### src/rtl/gpgpu_dc_pkg.sv
`default_nettype none
// ============================================================================
//  Module      : gpgpu_dc_pkg
//  Description : Shared geometry and FSM encoding for the data-cache port
//                arbiter.
//  Revision    : 1.0 - initial release
// ============================================================================
package gpgpu_dc_pkg;

  localparam int NUM_BANKS = 8;
  localparam int ROWS      = 512;
  localparam int WORD_W    = 32;
  localparam int ROW_W     = $clog2(ROWS);
  localparam int LINE_W    = NUM_BANKS * WORD_W;

  typedef enum logic [1:0] {
    ARB   = 2'd0,
    DRAIN = 2'd1,
    RUN   = 2'd2,
    TAIL  = 2'd3
  } dc_state_e;

  // Bank enables for one pipeline slot: reads touch every bank, writes only
  // the masked ones (a zero mask leaves every bank idle).
  function automatic logic [NUM_BANKS-1:0] bank_enable(
    input logic                 we,
    input logic [NUM_BANKS-1:0] wmask
  );
    return we ? wmask : {NUM_BANKS{1'b1}};
  endfunction

endpackage
`default_nettype wire

### src/rtl/dc_rr_arbiter.sv
`default_nettype none
// ============================================================================
//  Module      : dc_rr_arbiter
//  Description : Combinational round-robin picker. Grants the first set
//                request at or above ptr, wrapping; the pointer register
//                itself lives in the parent.
//  Revision    : 1.0 - initial release
// ============================================================================
module dc_rr_arbiter #(
  parameter int NUM_REQ = 2
) (
  input  logic [NUM_REQ-1:0]                              req,
  input  logic [$clog2((NUM_REQ > 1) ? NUM_REQ : 2)-1:0] ptr,
  output logic [NUM_REQ-1:0]                              grant
);

  localparam int PTR_W = $clog2((NUM_REQ > 1) ? NUM_REQ : 2);

  logic             found;
  logic [PTR_W-1:0] idx;

  // Walk the requesters starting at ptr and take the first valid one.
  always_comb begin
    grant = '0;
    found = 1'b0;
    idx   = '0;
    for (int k = 0; k < NUM_REQ; k++) begin
      idx = PTR_W'((int'(ptr) + k) % NUM_REQ);
      if (!found && req[idx]) begin
        grant[idx] = 1'b1;
        found      = 1'b1;
      end
    end
  end

endmodule
`default_nettype wire

### src/rtl/dc_port_arbiter.sv
`default_nettype none
// ============================================================================
//  Module      : dc_port_arbiter
//  Description : Round-robin sharing of the banked data cache between
//                NUM_REQ row-granular requesters, with a 2-cycle fixed
//                response latency and a dump mode that drains traffic and
//                streams every cache row out.
//                Optional macro DC_ARB_PERF_EN adds per-requester stall
//                counters on port perf_stall_cnt.
//  Revision    : 1.0 - initial release
// ============================================================================
module dc_port_arbiter
  import gpgpu_dc_pkg::*;
#(
  parameter int NUM_REQ = 2
) (
  input  logic                         clk,
  input  logic                         rst,
  input  logic [NUM_REQ-1:0]           req_valid,
  output logic [NUM_REQ-1:0]           req_ready,
  input  logic [NUM_REQ-1:0]           req_we,
  input  logic [NUM_REQ*ROW_W-1:0]     req_row,
  input  logic [NUM_REQ*NUM_BANKS-1:0] req_wmask,
  input  logic [NUM_REQ*LINE_W-1:0]    req_wdata,
  output logic [NUM_REQ-1:0]           rsp_valid,
  output logic [LINE_W-1:0]            rsp_data,
  output logic [NUM_BANKS-1:0]         dc_en,
  output logic [NUM_BANKS-1:0]         dc_we,
  output logic [ROW_W-1:0]             dc_row,
  output logic [LINE_W-1:0]            dc_wdata,
  input  logic [LINE_W-1:0]            dc_rdata,
  input  logic                         dump_start,
  output logic                         dump_busy,
  output logic                         dump_valid,
  output logic [ROW_W-1:0]             dump_row,
  output logic [LINE_W-1:0]            dump_data,
`ifdef DC_ARB_PERF_EN
  output logic [NUM_REQ*32-1:0]        perf_stall_cnt,
`endif
  output logic                         dump_done
);

  localparam int ID_W = (NUM_REQ > 1) ? $clog2(NUM_REQ) : 1;
  localparam logic [ROW_W-1:0] LAST_ROW = ROW_W'(ROWS - 1);

  dc_state_e state_q, state_d;

  logic [ID_W-1:0]      rr_ptr;
  logic [NUM_REQ-1:0]   grant;
  logic                 grant_any;
  logic [ID_W-1:0]      grant_id;
  logic                 sel_we;
  logic [ROW_W-1:0]     sel_row;
  logic [NUM_BANKS-1:0] sel_wmask;
  logic [LINE_W-1:0]    sel_wdata;

  logic                 issue_dump;
  logic                 start_run;
  logic                 finish_dump;
  logic [ROW_W-1:0]     row_cnt;
  logic                 dump_done_q;

  // Stage s1: bank access cycle.
  logic                 s1_valid;
  logic                 s1_dump;
  logic                 s1_we;
  logic [ID_W-1:0]      s1_id;
  logic [ROW_W-1:0]     s1_row;
  logic [NUM_BANKS-1:0] s1_wmask;
  logic [LINE_W-1:0]    s1_wdata;

  // Stage s2: read data returns from the banks.
  logic                 s2_valid;
  logic                 s2_dump;
  logic                 s2_we;
  logic [ID_W-1:0]      s2_id;
  logic [ROW_W-1:0]     s2_row;

  dc_rr_arbiter #(
    .NUM_REQ (NUM_REQ)
  ) u_rr (
    .req   (req_valid),
    .ptr   (rr_ptr),
    .grant (grant)
  );

  // Requests are only accepted in ARB; a same-cycle dump_start wins.
  always_comb begin
    req_ready = '0;
    if (!rst && state_q == ARB && !dump_start) begin
      req_ready = grant;
    end
  end

  assign grant_any = |req_ready;

  // Encode the one-hot grant and select that requester's fields.
  always_comb begin
    grant_id = '0;
    for (int i = 0; i < NUM_REQ; i++) begin
      if (req_ready[i]) begin
        grant_id = ID_W'(i);
      end
    end
    sel_we    = req_we[grant_id];
    sel_row   = req_row[grant_id*ROW_W +: ROW_W];
    sel_wmask = req_wmask[grant_id*NUM_BANKS +: NUM_BANKS];
    sel_wdata = req_wdata[grant_id*LINE_W +: LINE_W];
  end

  // Next-state logic for the dump sequencer.
  always_comb begin
    state_d     = state_q;
    issue_dump  = 1'b0;
    start_run   = 1'b0;
    finish_dump = 1'b0;
    case (state_q)
      ARB: begin
        if (dump_start) begin
          state_d = DRAIN;
        end
      end
      DRAIN: begin
        if (!s1_valid && !s2_valid) begin
          state_d   = RUN;
          start_run = 1'b1;
        end
      end
      RUN: begin
        issue_dump = 1'b1;
        if (row_cnt == LAST_ROW) begin
          state_d = TAIL;
        end
      end
      TAIL: begin
        if (s2_valid && s2_dump && s2_row == LAST_ROW) begin
          state_d     = ARB;
          finish_dump = 1'b1;
        end
      end
      default: state_d = ARB;
    endcase
  end

  // FSM state register.
  always_ff @(posedge clk) begin
    if (rst) begin
      state_q <= ARB;
    end else begin
      state_q <= state_d;
    end
  end

  // Round-robin pointer advances past the requester just granted.
  always_ff @(posedge clk) begin
    if (rst) begin
      rr_ptr <= '0;
    end else if (grant_any) begin
      rr_ptr <= ID_W'((int'(grant_id) + 1) % NUM_REQ);
    end
  end

  // Dump row counter: cleared on entering RUN, stops at the last row.
  always_ff @(posedge clk) begin
    if (rst) begin
      row_cnt <= '0;
    end else if (start_run) begin
      row_cnt <= '0;
    end else if (issue_dump && row_cnt != LAST_ROW) begin
      row_cnt <= row_cnt + 1'b1;
    end
  end

  // Load s1 from either a granted request or a dump read; never both.
  always_ff @(posedge clk) begin
    if (rst) begin
      s1_valid <= 1'b0;
      s1_dump  <= 1'b0;
      s1_we    <= 1'b0;
      s1_id    <= '0;
      s1_row   <= '0;
      s1_wmask <= '0;
      s1_wdata <= '0;
    end else if (grant_any) begin
      s1_valid <= 1'b1;
      s1_dump  <= 1'b0;
      s1_we    <= sel_we;
      s1_id    <= grant_id;
      s1_row   <= sel_row;
      s1_wmask <= sel_wmask;
      s1_wdata <= sel_wdata;
    end else if (issue_dump) begin
      s1_valid <= 1'b1;
      s1_dump  <= 1'b1;
      s1_we    <= 1'b0;
      s1_id    <= '0;
      s1_row   <= row_cnt;
      s1_wmask <= '0;
      s1_wdata <= '0;
    end else begin
      s1_valid <= 1'b0;
      s1_dump  <= 1'b0;
      s1_we    <= 1'b0;
      s1_id    <= '0;
      s1_row   <= '0;
      s1_wmask <= '0;
      s1_wdata <= '0;
    end
  end

  // s2 simply follows s1; responses cannot stall.
  always_ff @(posedge clk) begin
    if (rst) begin
      s2_valid <= 1'b0;
      s2_dump  <= 1'b0;
      s2_we    <= 1'b0;
      s2_id    <= '0;
      s2_row   <= '0;
    end else begin
      s2_valid <= s1_valid;
      s2_dump  <= s1_dump;
      s2_we    <= s1_we;
      s2_id    <= s1_id;
      s2_row   <= s1_row;
    end
  end

  // dump_done pulses the cycle after the final beat.
  always_ff @(posedge clk) begin
    if (rst) begin
      dump_done_q <= 1'b0;
    end else begin
      dump_done_q <= finish_dump;
    end
  end

  assign dc_en    = s1_valid ? bank_enable(s1_we, s1_wmask) : '0;
  assign dc_we    = (s1_valid && s1_we) ? s1_wmask : '0;
  assign dc_row   = s1_valid ? s1_row : '0;
  assign dc_wdata = (s1_valid && s1_we) ? s1_wdata : '0;

  // Route s2 to either the owning requester or the dump stream.
  always_comb begin
    rsp_valid = '0;
    for (int i = 0; i < NUM_REQ; i++) begin
      rsp_valid[i] = s2_valid && !s2_dump && (s2_id == ID_W'(i));
    end
  end

  assign rsp_data   = (s2_valid && !s2_dump && !s2_we) ? dc_rdata : '0;
  assign dump_valid = s2_valid && s2_dump;
  assign dump_row   = dump_valid ? s2_row : '0;
  assign dump_data  = dump_valid ? dc_rdata : '0;
  assign dump_busy  = (state_q != ARB);
  assign dump_done  = dump_done_q;

`ifdef DC_ARB_PERF_EN
  generate
    for (genvar i = 0; i < NUM_REQ; i++) begin : g_perf
      logic [31:0] stall_cnt;

      // Count cycles where requester i waits; saturate rather than wrap.
      always_ff @(posedge clk) begin
        if (rst) begin
          stall_cnt <= '0;
        end else if (req_valid[i] && !req_ready[i] && stall_cnt != 32'hFFFF_FFFF) begin
          stall_cnt <= stall_cnt + 32'd1;
        end
      end

      assign perf_stall_cnt[i*32 +: 32] = stall_cnt;
    end
  endgenerate
`endif

endmodule
`default_nettype wire

### config.mk
export PLATFORM = sky130hd
export DESIGN_NAME = dc_port_arbiter
export DESIGN_NICKNAME = d
export VERILOG_FILES = /design/src/rtl/gpgpu_dc_pkg.sv /design/src/rtl/dc_rr_arbiter.sv /design/src/rtl/dc_port_arbiter.sv
export SDC_FILE = /design/constraint.sdc
export NUM_CORES = 1
export LEC_CHECK = 0
export BUFFER_PORTS_ARGS = -buffer_cell sky130_fd_sc_hd__buf_2
export CORE_AREA = 2 2 639 641
export CTS_CLUSTER_DIAMETER = 40
export DETAILED_ROUTE_END_ITERATION = 8
export DIE_AREA = 0 0 641 643
export HOLD_SLACK_MARGIN = 0.08
export MAX_ROUTING_LAYER = met4
export SETUP_SLACK_MARGIN = 0.02
export SLEW_MARGIN = 20
export SYNTH_ARGS = -nofsm -noshare
export SYNTH_HDL_FRONTEND = slang
export SYNTH_HIERARCHICAL = 1
export SYNTH_SLANG_ARGS = --single-unit
### constraint.sdc
create_clock -name clk -period 3.87 [get_ports clk]
set_input_delay 0.387 -clock clk [delete_from_list [all_inputs] [get_ports clk]]
set_output_delay 0.387 -clock clk [all_outputs]
set_load 0.01 [all_outputs]
==> qor.yml <==
synthesis:
  post-synth-top-count-cell: "and3_1"
  syn_area_per_cell_um2: 8.611
  synth_cells: 1778
  yosysSeqAreaShare_pct: 39.62
  synthTopCellsByCount: "and3_1, dfxtp_1, and2_1"
  yosysTopAreaCellShare_pct: 39.62
  post_synth_instance_area_um2: 15310
  synth_seq_cells: 303
  synth_edf_count: 0
  synth_largest_area_cell: "dfxtp_1"
  synthFlopType: "dfxtp_1"
  synthTopCellsByArea: "dfxtp_1, and3_1, a22o_1"
  async_flop_share_pct: 0
  yosys_warnings: 6
  synth_fp_nets: 2593
  ys_types: 38
floorplanning:
  chipHeight_um: 643
  core_um2: 405200
  io_pins: 1618
  dieWidth_um: 641
  start_util_pct: 3.778
  fp-row-count: 234
  die-area_um2: 412200
worst_hold_path:
  hold_class: "input port to flip-flop"
  hp-start: "req_wdata[371]"
  hold_depth: 2
global_routing:
  grt_pass1_vias: 24020
  grt_max_degree: 131
  grt_use_met3_pct: 4.754
  grtUsageTotal_pct: 15.91
  grt_busiest_layer: "met2"
  met1_usage_pct: 15.08
  grt_first_pass_wirelength_um: 383400
  overflow: 0
  met2_usage_pct: 29.14
  antenna_found_initial: 384
timing:
  tns_ns: 0
  final_hold_viol_count: 0
  slew_violations: 0
  final.min_clock_period_ns: 3.291
  slew_headroom_pct: 38.63
  tightest_slew_ns: 0.9205
  finalSetupViolations: 0
  rsz0062_at_grt: "false"
  hold_ws_ns: 0.1458
  skew_ns: 0.1027
  period_share_pct: 85.04
  fmax_mhz: 303.9
  setup_ws_ns: 0.5790
final_layout:
  syn_to_final_growth_pct: 150.8
  layout-drive-gt1-share_pct: 45.94
  fin_util_pct: 9.476
  fillCellCount: 47470
  finalNetCount: 4643
worst_setup_path:
  r2r.worst_path.cells: 7
  crit_path_top_delay_cell: "dfxtp_4"
  regToRegEndpoint: "s1_wdata[202]"
  r2r-start: "state_q[0]"
  critical_path.endpoint: "rsp_data[134]"
  slowest_delay_ns: 0.50
  crit_fanout: 76
  crit_required_ns: 3.48
  crit_start: "s2_valid"
  path_class: "flip-flop to output port"
  crit_path_end_kind: "output port"
  start_kind: "flip-flop"
  arrival_ns: 2.90
  ff2ff_setup_slack_ns: 0.71
  crit_chain: "nand2b_1, nor2_4, buf_12, buf_4, and2_1, buf_2"
cts:
  cts_resized: 0
  tritoncts: "yes"
  ctsHoldBuffers: 543
  clkSinkCount: 303
  htree_num_levels: 3
  clk_pin_slew_ns: 0.05
  cts-root-buf: "clkbuf_16"
  numCtsBuffers: 68
  clk_latency_ns: 0.71
  cts_setup_buffers: 0
  clockBufferDepth: 3
routing:
  vias_per_cell: 2.701
  drt_pass1_iterations: 7
  drc: 0
  wl_per_cell_um: 34.69
  wirelength_um: 332900
  ant_nets: 0
  vias: 25920
  drt_iter0_markers: 2213
placement:
  dp_hpwl_um: 301200
  gp_congestion: 1.013
  place_ws_ns: 1.124
  io_buffer_count: 1617
status:
  status: "complete, no violations"
power:
  power_density_nw_per_um2: 361.8
  vdd_drop_max_uv: 278.2
  power_mw: 13.89
  power_leakage_nw: 19.74
job:
  drv_cap: 0
-- critical path, delay by kind of cell (launching register included) --
family	cells	cell delay, ns
buffers and inverters	3	0.89
DFF	1	0.50
and+or+nand+nor	3	0.69
-- report_power, final --
part	internal, mW	leakage, nW	switching, mW	total, mW
sequential	3.44	2.47	0.287	3.72
combinational	1.57	16.1	2.44	4.01
clock	3.62	1.16	2.54	6.16
-- kinds of logic after synthesis --
| kind of cell | after synthesis | share of synthesized area, % |
|---|---|---|
| AND/OR/NAND/NOR | 924 | 36.32 |
| XOR/XNOR | 6 | 0.3433 |
| flip-flops | 303 | 39.62 |
| buffers and inverters | 238 | 7.176 |
| AO/OA/AOI/OAI | 301 | 16.05 |
| adder cells (fa/ha/maj) | 6 | 0.4903 |
-- per-stage QoR --
step | area (um2) | instances
finish | 38400 | 9598
global placement | 29830 | 8643
detailed placement | 29830 | 8643
CTS | 37670 | 9309
floorplan | 15310 | 1778
global route | 38320 | 9569
-- flip-flops by register name, indices dropped and copies added (netlist names), 2 cells and up --
| register | count |
|---|---|
| s1_row | 9 |
| s1_wmask | 8 |
| s2_row | 9 |
| s1_wdata | 256 |
| row_cnt | 9 |
| state_q | 2 |
-- layout by cell type, fill, tap and decap left out, drive strengths merged, types with 2 or more instances in the layout --
cell type,instances
buf,1654
dlygate4sd3,543
and3,531
dfxtp,303
diode,289
and2,267
a22o,233
nand2,78
clkbuf,77
inv,43
a21oi,40
clkinv,20
nor2,15
nor2b,14
a21boi,10
ha,6
nor3,4
o21ai,4
a32oi,4
a222oi,4
nand4,3
nand3,3
nand2b,3
xnor2,3
xor2,3
and4,2
o41ai,2
bufinv,2
clkinvlp,2
-- routing by layer --
layer	up-vias	wire length (um)
met5	-	0
met4	0	19080
met3	700	28070
met2	2044	175900
met1	12430	109800
li1	10750	-
-- worst min-delay path by stage --
stage	end	slack, ns
after global placement	s2_dump	0.43
final	s1_wdata[115]	0.15
after detailed placement	s2_dump	0.42
after floorplan	s2_dump	0.41
after CTS	s1_wdata[255]	0.11
after global routing	s1_wdata[255]	0.13
-- area by class of cell --
cell class                 instances  area (um2)  share of cell area (%)
sequential                       303        6081                   15.84
clock buffer                      77        1775                   4.624
clock inverter                    46       631.9                   1.646
inverter                          21       86.33                  0.2248
multi-input combinational       1237        8172                   21.28
timing repair buffer            2197       14140                   36.82
tap                             5428        6792                   17.69
antenna                          289       723.2                   1.883
(Power assumes the default switching activity.)
